<file path="src/rtl/uart_frame_sender_pkg.sv">
// Shared definitions for the UART frame sender: frame byte layout, FSM states
// and the helper that assembles a command frame.
package uart_frame_sender_pkg;

    localparam int unsigned OPCDBYTE = 2;
    localparam int unsigned ADDRBYTE = 2;
    localparam int unsigned DATABYTE = 4;
    localparam int unsigned BYTES    = OPCDBYTE + ADDRBYTE + DATABYTE;
    localparam int unsigned DWIDTH   = 8;
    localparam int unsigned FWIDTH   = BYTES * DWIDTH;

    typedef enum logic [1:0] {
        ST_IDLE  = 2'd0,
        ST_ISSUE = 2'd1,
        ST_WAIT  = 2'd2
    } state_t;

    typedef logic [FWIDTH-1:0] frame_t;

    function automatic frame_t frame_pack(
        input logic [OPCDBYTE*DWIDTH-1:0] op,
        input logic [ADDRBYTE*DWIDTH-1:0] addr,
        input logic [DATABYTE*DWIDTH-1:0] data
    );
        return {op, addr, data};
    endfunction

endpackage

</file>
<file path="src/rtl/uart_frame_fifo.sv">
// Frame-wide synchronous FIFO; pointers wrap modulo DEPTH (power of two).
module uart_frame_fifo
    import uart_frame_sender_pkg::*;
#(
    parameter  int unsigned DEPTH = 4,
    localparam int unsigned AW    = $clog2(DEPTH),
    localparam int unsigned CW    = AW + 1
) (
    input  logic          i_clk,
    input  logic          i_rst,
    input  logic          i_push,
    input  frame_t        i_data,
    input  logic          i_pop,
    output frame_t        o_data,
    output logic [CW-1:0] o_count,
    output logic          o_full,
    output logic          o_empty
);

    frame_t          r_mem [DEPTH];
    logic [AW-1:0]   r_wptr;
    logic [AW-1:0]   r_rptr;
    logic [CW-1:0]   r_count;
    logic            w_push;
    logic            w_pop;

    // A push while full is refused even if a pop happens in the same cycle.
    assign o_full  = (r_count == CW'(DEPTH));
    assign o_empty = (r_count == '0);
    assign w_push  = i_push && !o_full;
    assign w_pop   = i_pop && !o_empty;
    assign o_data  = r_mem[r_rptr];
    assign o_count = r_count;

    always_ff @(posedge i_clk) begin
        if (w_push) begin
            r_mem[r_wptr] <= i_data;
        end
    end

    always_ff @(posedge i_clk or posedge i_rst) begin
        if (i_rst) begin
            r_wptr  <= '0;
            r_rptr  <= '0;
            r_count <= '0;
        end else begin
            if (w_push) begin
                r_wptr <= r_wptr + 1'b1;
            end
            if (w_pop) begin
                r_rptr <= r_rptr + 1'b1;
            end
            if (w_push && !w_pop) begin
                r_count <= r_count + 1'b1;
            end else if (!w_push && w_pop) begin
                r_count <= r_count - 1'b1;
            end
        end
    end

endmodule

</file>
<file path="src/rtl/uart_frame_sender.sv">
// Buffers 8-byte command frames and feeds them MSB-byte-first to the UART
// transmitter through its start/busy/done handshake.
module uart_frame_sender
    import uart_frame_sender_pkg::*;
#(
    parameter  int unsigned DEPTH = 4,
    localparam int unsigned CW    = $clog2(DEPTH) + 1
) (
    input  logic          iCLOCK,
    input  logic          iRESET,
    input  logic          iWRITE,
    input  logic [15:0]   iOPCODE,
    input  logic [15:0]   iADDR,
    input  logic [31:0]   iDATA,
    output logic          oREADY,
    output logic [CW-1:0] oCOUNT,
    output logic          oTXSTART,
    output logic [7:0]    oTXDATA,
    input  logic          iTXBUSY,
    input  logic          iTXDONE,
    output logic          oFRAMEDONE,
    output logic          oBUSY
);

    localparam int unsigned IW = $clog2(BYTES);

    frame_t          w_frame;
    frame_t          w_head;
    logic [CW-1:0]   w_count;
    logic            w_full;
    logic            w_empty;
    logic            w_pop;

    state_t          r_state;
    frame_t          r_shift;
    logic [IW-1:0]   r_idx;
    logic            r_txstart;
    logic            r_framedone;

    assign w_frame = frame_pack(iOPCODE, iADDR, iDATA);
    assign w_pop   = (r_state == ST_IDLE) && !w_empty;

    uart_frame_fifo #(
        .DEPTH (DEPTH)
    ) u_fifo (
        .i_clk   (iCLOCK),
        .i_rst   (iRESET),
        .i_push  (iWRITE),
        .i_data  (w_frame),
        .i_pop   (w_pop),
        .o_data  (w_head),
        .o_count (w_count),
        .o_full  (w_full),
        .o_empty (w_empty)
    );

    always_ff @(posedge iCLOCK or posedge iRESET) begin
        if (iRESET) begin
            r_state     <= ST_IDLE;
            r_shift     <= '0;
            r_idx       <= '0;
            r_txstart   <= 1'b0;
            r_framedone <= 1'b0;
        end else begin
            r_txstart   <= 1'b0;
            r_framedone <= 1'b0;
            case (r_state)
                ST_IDLE: begin
                    if (!w_empty) begin
                        r_shift <= w_head;
                        r_idx   <= '0;
                        r_state <= ST_ISSUE;
                    end
                end
                ST_ISSUE: begin
                    if (!iTXBUSY) begin
                        r_txstart <= 1'b1;
                        r_state   <= ST_WAIT;
                    end
                end
                ST_WAIT: begin
                    if (iTXDONE) begin
                        if (r_idx == IW'(BYTES - 1)) begin
                            r_framedone <= 1'b1;
                            r_state     <= ST_IDLE;
                        end else begin
                            r_shift <= {r_shift[FWIDTH-DWIDTH-1:0], {DWIDTH{1'b0}}};
                            r_idx   <= r_idx + 1'b1;
                            r_state <= ST_ISSUE;
                        end
                    end
                end
                default: r_state <= ST_IDLE;
            endcase
        end
    end

    assign oREADY     = !w_full;
    assign oCOUNT     = w_count;
    assign oTXSTART   = r_txstart;
    assign oTXDATA    = r_shift[FWIDTH-1 -: DWIDTH];
    assign oFRAMEDONE = r_framedone;
    assign oBUSY      = (r_state != ST_IDLE) || !w_empty;

endmodule

</file>
<file path="config.mk">
export PLATFORM = sky130hd
export DESIGN_NAME = uart_frame_sender
export DESIGN_NICKNAME = d
export VERILOG_FILES = /design/src/rtl/uart_frame_sender_pkg.sv /design/src/rtl/uart_frame_fifo.sv /design/src/rtl/uart_frame_sender.sv
export SDC_FILE = /design/constraint.sdc
export NUM_CORES = 1
export LEC_CHECK = 0
export CAP_MARGIN = 30
export CORE_ASPECT_RATIO = 1.25
export CORE_MARGIN = 2
export CORE_UTILIZATION = 66
export CTS_BUF_LIST = sky130_fd_sc_hd__clkbuf_4
export DETAILED_ROUTE_END_ITERATION = 7
export PLACE_DENSITY = 0.88
export SETUP_SLACK_MARGIN = 0.3
export SLEW_MARGIN = 40
export SYNTH_ARGS = -nofsm -noshare
export SYNTH_HDL_FRONTEND = slang
export SYNTH_HIERARCHICAL = 1
export SYNTH_SLANG_ARGS = --single-unit
</file>
<file path="constraint.sdc">
create_clock -name iCLOCK -period 5.6 [get_ports iCLOCK]
set_clock_uncertainty 0.2 [all_clocks]
set_input_delay 1.68 -clock iCLOCK [delete_from_list [all_inputs] [get_ports iCLOCK]]
set_output_delay 1.68 -clock iCLOCK [all_outputs]
set_load 0.02 [all_outputs]
</file>
Word-level counts from Yosys, hierarchy flattened --
Memories as Yosys holds them, arrays and structs flattened. Index checks and enable logic that the tools add are counted. Widths: inputs -> output; s select.
Word-level totals: register bits 78, RAM bits 256, bits of input ports 69, output and inout bits 15, memories 1
Memory list:
- u_fifo.r_mem | words 4, bits a word 64, rd ports 1, clocked after Yosys merged registers in 0, wr ports 1, RTL line uart_frame_fifo.sv:20 | frame_t r_mem [DEPTH];
Operators by class: add/sub/neg operators 5, eq/ne operators 8, multiplexer cells 22, reductions and logical operators 17
Operators by type and width (number):
- $mux 64 | 3
- $pmux 64 s2 | 1
- $mux 3 | 5
- $mux 1 | 8
- $ne 2x2->1 const B | 4
- $add 3x1->3 const B | 2
- $eq 3x3->1 const B | 2
- $mux 2 | 3
- $pmux 2 s3 | 1
- $pmux 3 s2 | 1
- $reduce_bool 2->1 | 3
- $logic_and 1x1->1 | 5
- $add 2x1->2 const B | 2
- $logic_not 1->1 | 4
- $reduce_and 4->1 | 1
- $logic_not 3->1 | 1
- $reduce_and 3->1 | 1
- $sub 3x1->3 const B | 1
- $eq 2x1->1 const B | 1
- $eq 2x2->1 const B | 1
- $logic_not 2->1 | 1
- $logic_or 1x1->1 | 1

Longest topological paths before layout --
Gate-level depths: netlist of the first run.
depth after elaboration 7, depth in mapped cells 9, gate-level depth less buffers 9

By module --
Netlist of the first run, hierarchy kept.
Modules (own cells, without submodules):
- uart_frame_fifo | instances 1, cells each 370, area each 9653.0 um^2
- uart_frame_sender | instances 1, cells each 255, area each 3522.1 um^2

Worst setup path before layout of the first run --
OpenSTA, ideal clock, no wires.
path kind input to register, start in iWRITE, end mem u_fifo/r_mem[0][0] (netlist bit) (enable), library setup time 429 ps, arrival 3465 ps, path slack 1506 ps, stages 3, path buffers 1, cell sequence nor2b_1 > buf_2 > and2_1
Between the ends: cells in the longest elaborated chain, start to end 3
Ends and longest elaborated chain:
- start, declared | RTL line uart_frame_sender.sv:11 | input logic iWRITE,
- $logic_and 1x1->1 | RTL line uart_frame_fifo.sv:30 | assign w_push = i_push && !o_full;
- net u_fifo.w_push | RTL line uart_frame_fifo.sv:24 | logic w_push;
- $mux 1 | RTL line uart_frame_fifo.sv:36 | if (w_push) begin
- $mux 1 (implied by the code) | RTL line uart_frame_fifo.sv:37 | r_mem[r_wptr] <= i_data;
- end, declared | RTL line uart_frame_fifo.sv:20
The timed path passes the listed nets, and every way through them passes these cells.

Worst setup path in the final report of the first run --
start reg u_fifo.r_count[0], in the netlist u_fifo/o_count[0], end out oBUSY
Between the ends: cells in the longest elaborated chain, start to end 3
Ends and longest elaborated chain:
- start, declared | RTL line uart_frame_fifo.sv:23 | logic [CW-1:0] r_count;
- start signal, assigned | RTL line uart_frame_fifo.sv:54 | r_count <= r_count + 1'b1;
- start signal, assigned | RTL line uart_frame_fifo.sv:56 | r_count <= r_count - 1'b1;
- $logic_not 3->1 | RTL line uart_frame_fifo.sv:29 | assign o_empty = (r_count == '0);
- net w_empty | RTL line uart_frame_sender.sv:31 | logic w_empty;
- $logic_not 1->1 | RTL line uart_frame_sender.sv:103 | assign oBUSY = (r_state != ST_IDLE) || !w_empty;
- $logic_or 1x1->1 | RTL line uart_frame_sender.sv:103
- end, declared | RTL line uart_frame_sender.sv:22 | output logic oBUSY
The timed path passes the listed nets, and every way through them passes these cells.

==> flow_summary_export.csv, run 1 <==
group,metric,value,unit
grt,grt_max_degree,65,
detailed_routing,dr_wl_met2,14.0,mm
detailed_routing,vias_per_cell,5.98,
detailed_routing,met3WireLength,1.56,mm
run_status,outcome,"completed",
synth,synth-xor-area-share,0.00399,
synth,syn_area,0.0132,mm²
clocking,cts_max_level,3,
job,max_cap_violations,0,
detailed_routing,drt-met1-wl,9.91,mm
worst_setup_path,r2r-start,"u_fifo/o_count[0]",
min_path,worstHoldStart,"r_shift[39]",
worst_setup_path,reg2reg_depth,9,
worst_setup_path,critPathCaptureType,"primary output",
worst_setup_path,slowest_delay,720,ps
timing,worst_pin_slew,829,ps
synth,yosysSeqAreaShare,0.732,
clocking,cts_resized,0,
synth,synth.distinct_cells,31,
floorplan,die_area,0.0211,mm²
placement,dp_cells,948,
power,power.leakage,0.00544,µW
worst_setup_path,path_buf_inv,1,
synth,synth_compound_area_frac,0.00494,
detailed_routing,vias,6523,
detailed_routing,routed_wl,26.1,mm
power,p_per_area,564,mW/mm²
grt,grt_pass1_vias,7371,
timing,slew_headroom,0.443,
synth,synth-simple-area-share,0.0127,
worst_setup_path,cpMaxStageDelayCell,"nor3_1",
worst_setup_path,required,3720,ps
min_path,hold_path_end,"r_shift[39]",
timing,maxSlewViolCount,0,
worst_setup_path,r2r_end,"u_fifo/o_count[2]",
detailed_routing,drc,0,
finish,drive_above_1_share,0.402,
floorplan,fp-row-count,57,
floorplan,die_h,162,µm
clocking,cts_buffers,76,
worst_setup_path,arrival,2520,ps
finish,postLayoutCellArea,0.0153,mm²
timing,rsz0062_at_grt,"false",
detailed_routing,drtIter0Drc,721,
finish,nets,838,
synth,synth_top_family_by_area,"multiplexers",
synth,synth_fp_nets,702,
clocking,ctsHoldBuffers,0,
worst_setup_path,path_cells,"nor3_1, nand2_1, clkdlybuf4s50_1",
floorplan,die-width,130,µm
grt,track_usage,0.259,
clocking,clock-sinks,334,
synth,yosys_warnings,6,
clocking,clock_latency,690,ps
min_path,hp-class,"flop to flop",
detailed_routing,wire_per_inst,24.0,µm
placement,place_area,0.0143,mm²
power,ir_drop,0.472,mV
clocking,clk_path_buf_depth,3,
synth,synth_mux_area_frac,0.212,
worst_setup_path,setup.worst_path.start_class,"flop",
timing,tns,0,ps
floorplan,coreArea,0.0195,mm²
detailed_routing,drtPass1Iterations,7,
timing,period_needed,4400,ps
grt,grt_pass1_wl,40.1,mm
placement,port_buffers,83,
worst_setup_path,ff2ff_setup_slack,2640,ps
worst_setup_path,critical_path_class,"flop to primary output",
grt,antenna_found_initial,1,
placement,gp_congestion,0.741,
floorplan,start_util,0.674,
detailed_routing,ant_nets,0,
clocking,clock-root-buffer,"clkbuf_4",
clocking,postCtsSetupRepairBufs,0,
placement,dp_hpwl,14.6,mm
detailed_routing,top_layer,"met4",
clocking,clk_pin_slew,70,ps
synth,synthAdderAreaFrac,0.00817,
grt,overflow,0,
timing,hold_violations,0,
timing,setup_viol,0,
timing,fin_crit_sh,0.786,
synth,avgSynthCellArea,21.1,µm²
floorplan,pin_count,84,
synth,synth-seq-cells,334,
finish,final_cell_count_no_fill,1090,
synth,syn_inst,625,
finish,syn2layout_area_growth,16.1,%
timing,fmax,0.227,GHz
worst_setup_path,crit_family,"simple AND/OR/NAND/NOR gates",
worst_setup_path,path_max_fanout,5,
clocking,tritoncts,"yes",
min_path,holdPathStages,1,
## kinds of logic after synthesis
family,Yosys count
DFF,334
muxes,181
buffers and inverters,57
and+or+nand+nor,28
AOI/OAI and AO/OA,11
adders and majority gates,8
xor gates and xnor gates,6
## stage by stage
stage | total power (µW) | util | setup WS [ps] | hold WS, ps
6_report | 8620 | 0.783 | 1200 | 314
3_5_place_dp | 6600 | 0.730 | 1630 | 291
3_3_place_gp | 6340 | 0.725 | 1570 | 288
2_1_floorplan | 5860 | - | 1510 | 275
4_1_cts | 8650 | 0.783 | 1190 | 314
5_1_grt | 9000 | 0.783 | 1060 | 330
## layout by cell type, fill, tap and decap left out, drive strengths merged
master	count
inv	20
dfrtp	78
nor3	2
mux2i	2
o21ai	8
clkbuf	121
clkinv	16
nor2b	2
clkdlybuf4s50	83
nor3b	2
nand3	8
buf	14
and2	4
xnor2	4
diode	1
fa	1
mux4	64
ha	7
xor2	2
o21bai	1
a31o	2
nand2	3
mux2	115
nand2b	2
bufinv	2
nand3b	1
nor2	3
edfxtp	256
and3	1
## sequential cells by signal, indices dropped and copies added, names as in the netlist
name            flops
oFRAMEDONE          1
oTXSTART            1
r_idx               3
r_shift            64
r_state             2
u_fifo/o_count      3
u_fifo/r_mem      256
u_fifo/r_rptr       2
u_fifo/r_wptr       2
## where the power goes
group	total [µW]	leakage (µW)	internal [µW]	switching, µW
clock network	2020	0.000621	1080	940
registers	3800	0.00328	3400	409
logic	2800	0.00154	1540	1270
total	8620	0.00544	6010	2620
## metal layers
| metal | global-route usage | vias to the layer above |
|---|---|---|
| li1 | - | 2790 |
| met1 | 0.340 | 3399 |
| met2 | 0.430 | 280 |
| met3 | 0.0580 | 54 |
| met4 | 0.0996 | 0 |
| met5 | 0 | - |
## worst max-delay path by stage
stage	start	endpoint	slack, ps	depth (start not counted)
final	u_fifo/o_count[0]	oBUSY	1200	3
after global routing	u_fifo/o_count[0]	oBUSY	1060	3
after CTS	u_fifo/o_count[0]	oBUSY	1190	3
after detailed placement	iWRITE	u_fifo/o_count[2]	1630	8
after global placement	iWRITE	u_fifo/r_mem[1][17]	1570	4
after floorplan	iWRITE	u_fifo/r_mem[0][0]	1510	3
## cells in the mapped netlist, drive strengths merged
master    n  share of area
mux4     64           0.11
xnor2     4         0.0027
nand3     8         0.0030
edfxtp  256           0.58
nor3b     2         0.0015
nor3      2         0.0016
buf      38          0.021
fa        1         0.0015
mux2i     2         0.0015
nand3b    1        0.00057
o21ai     8         0.0030
and2      4         0.0019
dfrtp    78           0.15
inv      18         0.0051
nor2      3        0.00085
o21bai    1        0.00057
xor2      2         0.0013
ha        7         0.0066
and3      1        0.00048
nand2     3        0.00085
clkbuf    1        0.00028
nor2b     2        0.00095
a31o      2         0.0013
mux2    115           0.10
nand2b    2        0.00095
## cell type report
class / count / area (µm²)
clock inverter: 20 / 129
sequential: 334 / 9650
multi-input combinational: 234 / 3200
inverter: 18 / 67.6
antenna: 1 / 2.50
timing repair buffer: 97 / 1010
tap: 265 / 332
fill: 966 / 4240
clock buffer: 121 / 908
(Power assumes the default switching activity.)
==> run 2, diff against run 1 <==
--- a/config.mk
+++ b/config.mk
@@ -8,10 +8,10 @@
 export CAP_MARGIN = 30
 export CORE_ASPECT_RATIO = 1.25
 export CORE_MARGIN = 2
-export CORE_UTILIZATION = 66
+export CORE_UTILIZATION = 61
 export CTS_BUF_LIST = sky130_fd_sc_hd__clkbuf_4
 export DETAILED_ROUTE_END_ITERATION = 7
-export PLACE_DENSITY = 0.88
+export PLACE_DENSITY = 0.82
 export SETUP_SLACK_MARGIN = 0.3
 export SLEW_MARGIN = 40
 export SYNTH_ARGS = -nofsm -noshare
==> constraint.sdc (replaced) <==
create_clock -name iCLOCK -period 4.25 [get_ports iCLOCK]
set_clock_uncertainty 0.2 [all_clocks]
set_input_delay 1.275 -clock iCLOCK [delete_from_list [all_inputs] [get_ports iCLOCK]]
set_output_delay 1.275 -clock iCLOCK [all_outputs]
set_load 0.02 [all_outputs]
==> run 2 against run 1 <==
Sequential power rose by 31%. Via count fell by 1.5%. Sequential share of layout area barely moved. Register-to-register slack got worse by 1200 ps. Worst hold slack got worse by 6.8 ps. Final area barely moved. Clock power rose by 25%. Critical path type unchanged. Critical endpoint unchanged.
==> flow_summary_export.csv, run 2 (synthesis results as in run 1) <==
group,metric,value,unit
run_status,outcome,"completed",
placement,dp_hpwl,14.8,mm
power,swShare,0.297,
power,comb_power_share,0.326,
worst_setup_path,cpMaxStageDelayCell,"clkdlybuf4s50_1",
worst_setup_path,path_max_fanout,5,
detailed_routing,wire_per_inst,22.2,µm
clocking,cts_buffers,76,
worst_setup_path,setup.worst_path.start_class,"flop",
worst_setup_path,critical_path_class,"flop to primary output",
clocking,clock-root-buffer,"clkbuf_4",
worst_setup_path,reg2reg_depth,4,
power,clkPwrFrac,0.226,
finish,final_util,0.715,
finish,reg_top3,"u_fifo/r_mem x256, r_shift x64",
floorplan,die_area,0.0228,mm²
detailed_routing,drtPass1Iterations,4,
worst_setup_path,slowest_delay,560,ps
worst_setup_path,path_cells,"nor3_2, nand2_1, clkdlybuf4s50_1",
grt,track_usage,0.229,
timing,setup_viol,0,
detailed_routing,routed_wl,24.5,mm
floorplan,coreArea,0.0214,mm²
worst_setup_path,critPathCaptureType,"primary output",
floorplan,start_util,0.616,
clocking,clk_path_buf_depth,3,
power,p_int,7850,µW
clocking,clock_latency,690,ps
grt,antenna_found_initial,1,
timing,fin_crit_sh,0.860,
finish,syn2layout_area_growth,16.0,%
floorplan,fp-row-count,60,
power,ir_drop,0.664,mV
finish,largest_reg_flops,256,
timing,hold_violations,0,
finish,drive_above_1_share,0.396,
finish,final_cell_count_no_fill,1103,
placement,preCtsSetupSlack,606,ps
power,p_seq_frac,0.447,
worst_setup_path,arrival,2180,ps
clocking,clock-sinks,334,
floorplan,die_h,168,µm
finish,regMostFlops,"u_fifo/r_mem",
placement,port_buffers,83,
job,max_cap_violations,0,
timing,fmax,0.274,GHz
floorplan,pin_count,84,
placement,gp_congestion,0.762,
detailed_routing,vias,6426,
clocking,tritoncts,"yes",
clocking,cts_max_level,3,
detailed_routing,ant_nets,0,
worst_setup_path,required,2770,ps
timing,maxSlewViolCount,0,
min_path,holdPathStages,1,
timing,rsz0062_at_grt,"false",
worst_setup_path,path_buf_inv,1,
power,switchingPower,3310,µW
clocking,clk_pin_slew,70,ps
detailed_routing,vias_per_cell,5.83,
power,power.leakage,0.00543,µW
detailed_routing,drtIter0Drc,521,
timing,setup_slack,595,ps
detailed_routing,drc,0,
power,p_per_area,730,mW/mm²
finish,mostFrequentLayoutCells,"edfxtp_1, clkbuf_4, mux2_2",
timing,period_needed,3660,ps
placement,dp_cells,962,
min_path,hp-class,"flop to flop",
finish,nets,838,
finish,layout_commonest_cell,"edfxtp_1",
grt,grt_pass1_wl,38.8,mm
floorplan,die-width,135,µm
timing,tns,0,ps
worst_setup_path,crit_family,"buffers and inverters",
worst_setup_path,crit_cells,3,
grt,overflow,0,
timing,slew_headroom,0.480,
timing,worst_pin_slew,780,ps
grt,grt_max_degree,65,
grt,grt_pass1_vias,7054,
[run 2: changes by cell type in the layout (fill, tap and decap cells not counted), sizes merged]
cell / before / now
clkinv: 16 / 22
clkbuf: 121 / 114
[run 2: timing repair]
action,4_1_cts,5_1_grt
hold buffers,0,0
setup endpoints to repair,0,1
buffers inserted,0,0
resized for setup,0,1
[run 2: layout make-up]
| type | count | area, µm² |
|---|---|---|
| well taps | 279 | 349 |
| flip-flops and latches | 334 | 9640 |
| repair buffers | 97 | 1010 |
| multi-input cells | 234 | 3210 |
| fillers | 1268 | 6110 |
| inverters | 18 | 67.6 |
| clock buffers | 114 | 856 |
| clock inverters | 26 | 151 |
| diodes | 1 | 2.50 |
[run 2: routing by layer]
metal | global-route usage | vias up | part of all wire
met4 | 0.0919 | 0 | 0.019
met2 | 0.378 | 223 | 0.53
li1 | - | 2804 | -
met3 | 0.0428 | 42 | 0.052
met1 | 0.305 | 3357 | 0.40
met5 | 0 | - | 0
[run 2: metrics by stage]
stage	instance area [µm²]	power (µW)	hold WS (ps)
after global routing	15300	11700	326
after floorplan	13200	7720	275
after global placement	14200	8440	286
final	15300	11200	307
after detailed placement	14300	8700	292
after CTS	15300	11300	312
[run 2: path summary, 6_finish.rpt]
| path | startpoint | endpoint | slack [ps] |
|---|---|---|---|
| worst max-delay path | u_fifo/o_count[0] | oBUSY | 590 |
| worst max register to register | u_fifo/r_rptr[0] | r_shift[19] | 1480 |
| max in group asynchronous | iRESET | r_shift[27] | 2290 |
| worst min-delay path | r_shift[47] | r_shift[47] | 310 |
| worst min register to register | r_shift[47] | r_shift[47] | 310 |
| min in group asynchronous | iRESET | u_fifo/r_wptr[1] | 670 |
[run 2: power by group through the flow]
stage	logic [µW]	clock network, µW	registers [µW]
after floorplan	2940	0	4780
after global placement	3450	0	4990
after detailed placement	3640	0	5060
after CTS	3670	2600	5000
after global routing	3890	2760	5080
final	3640	2530	4990
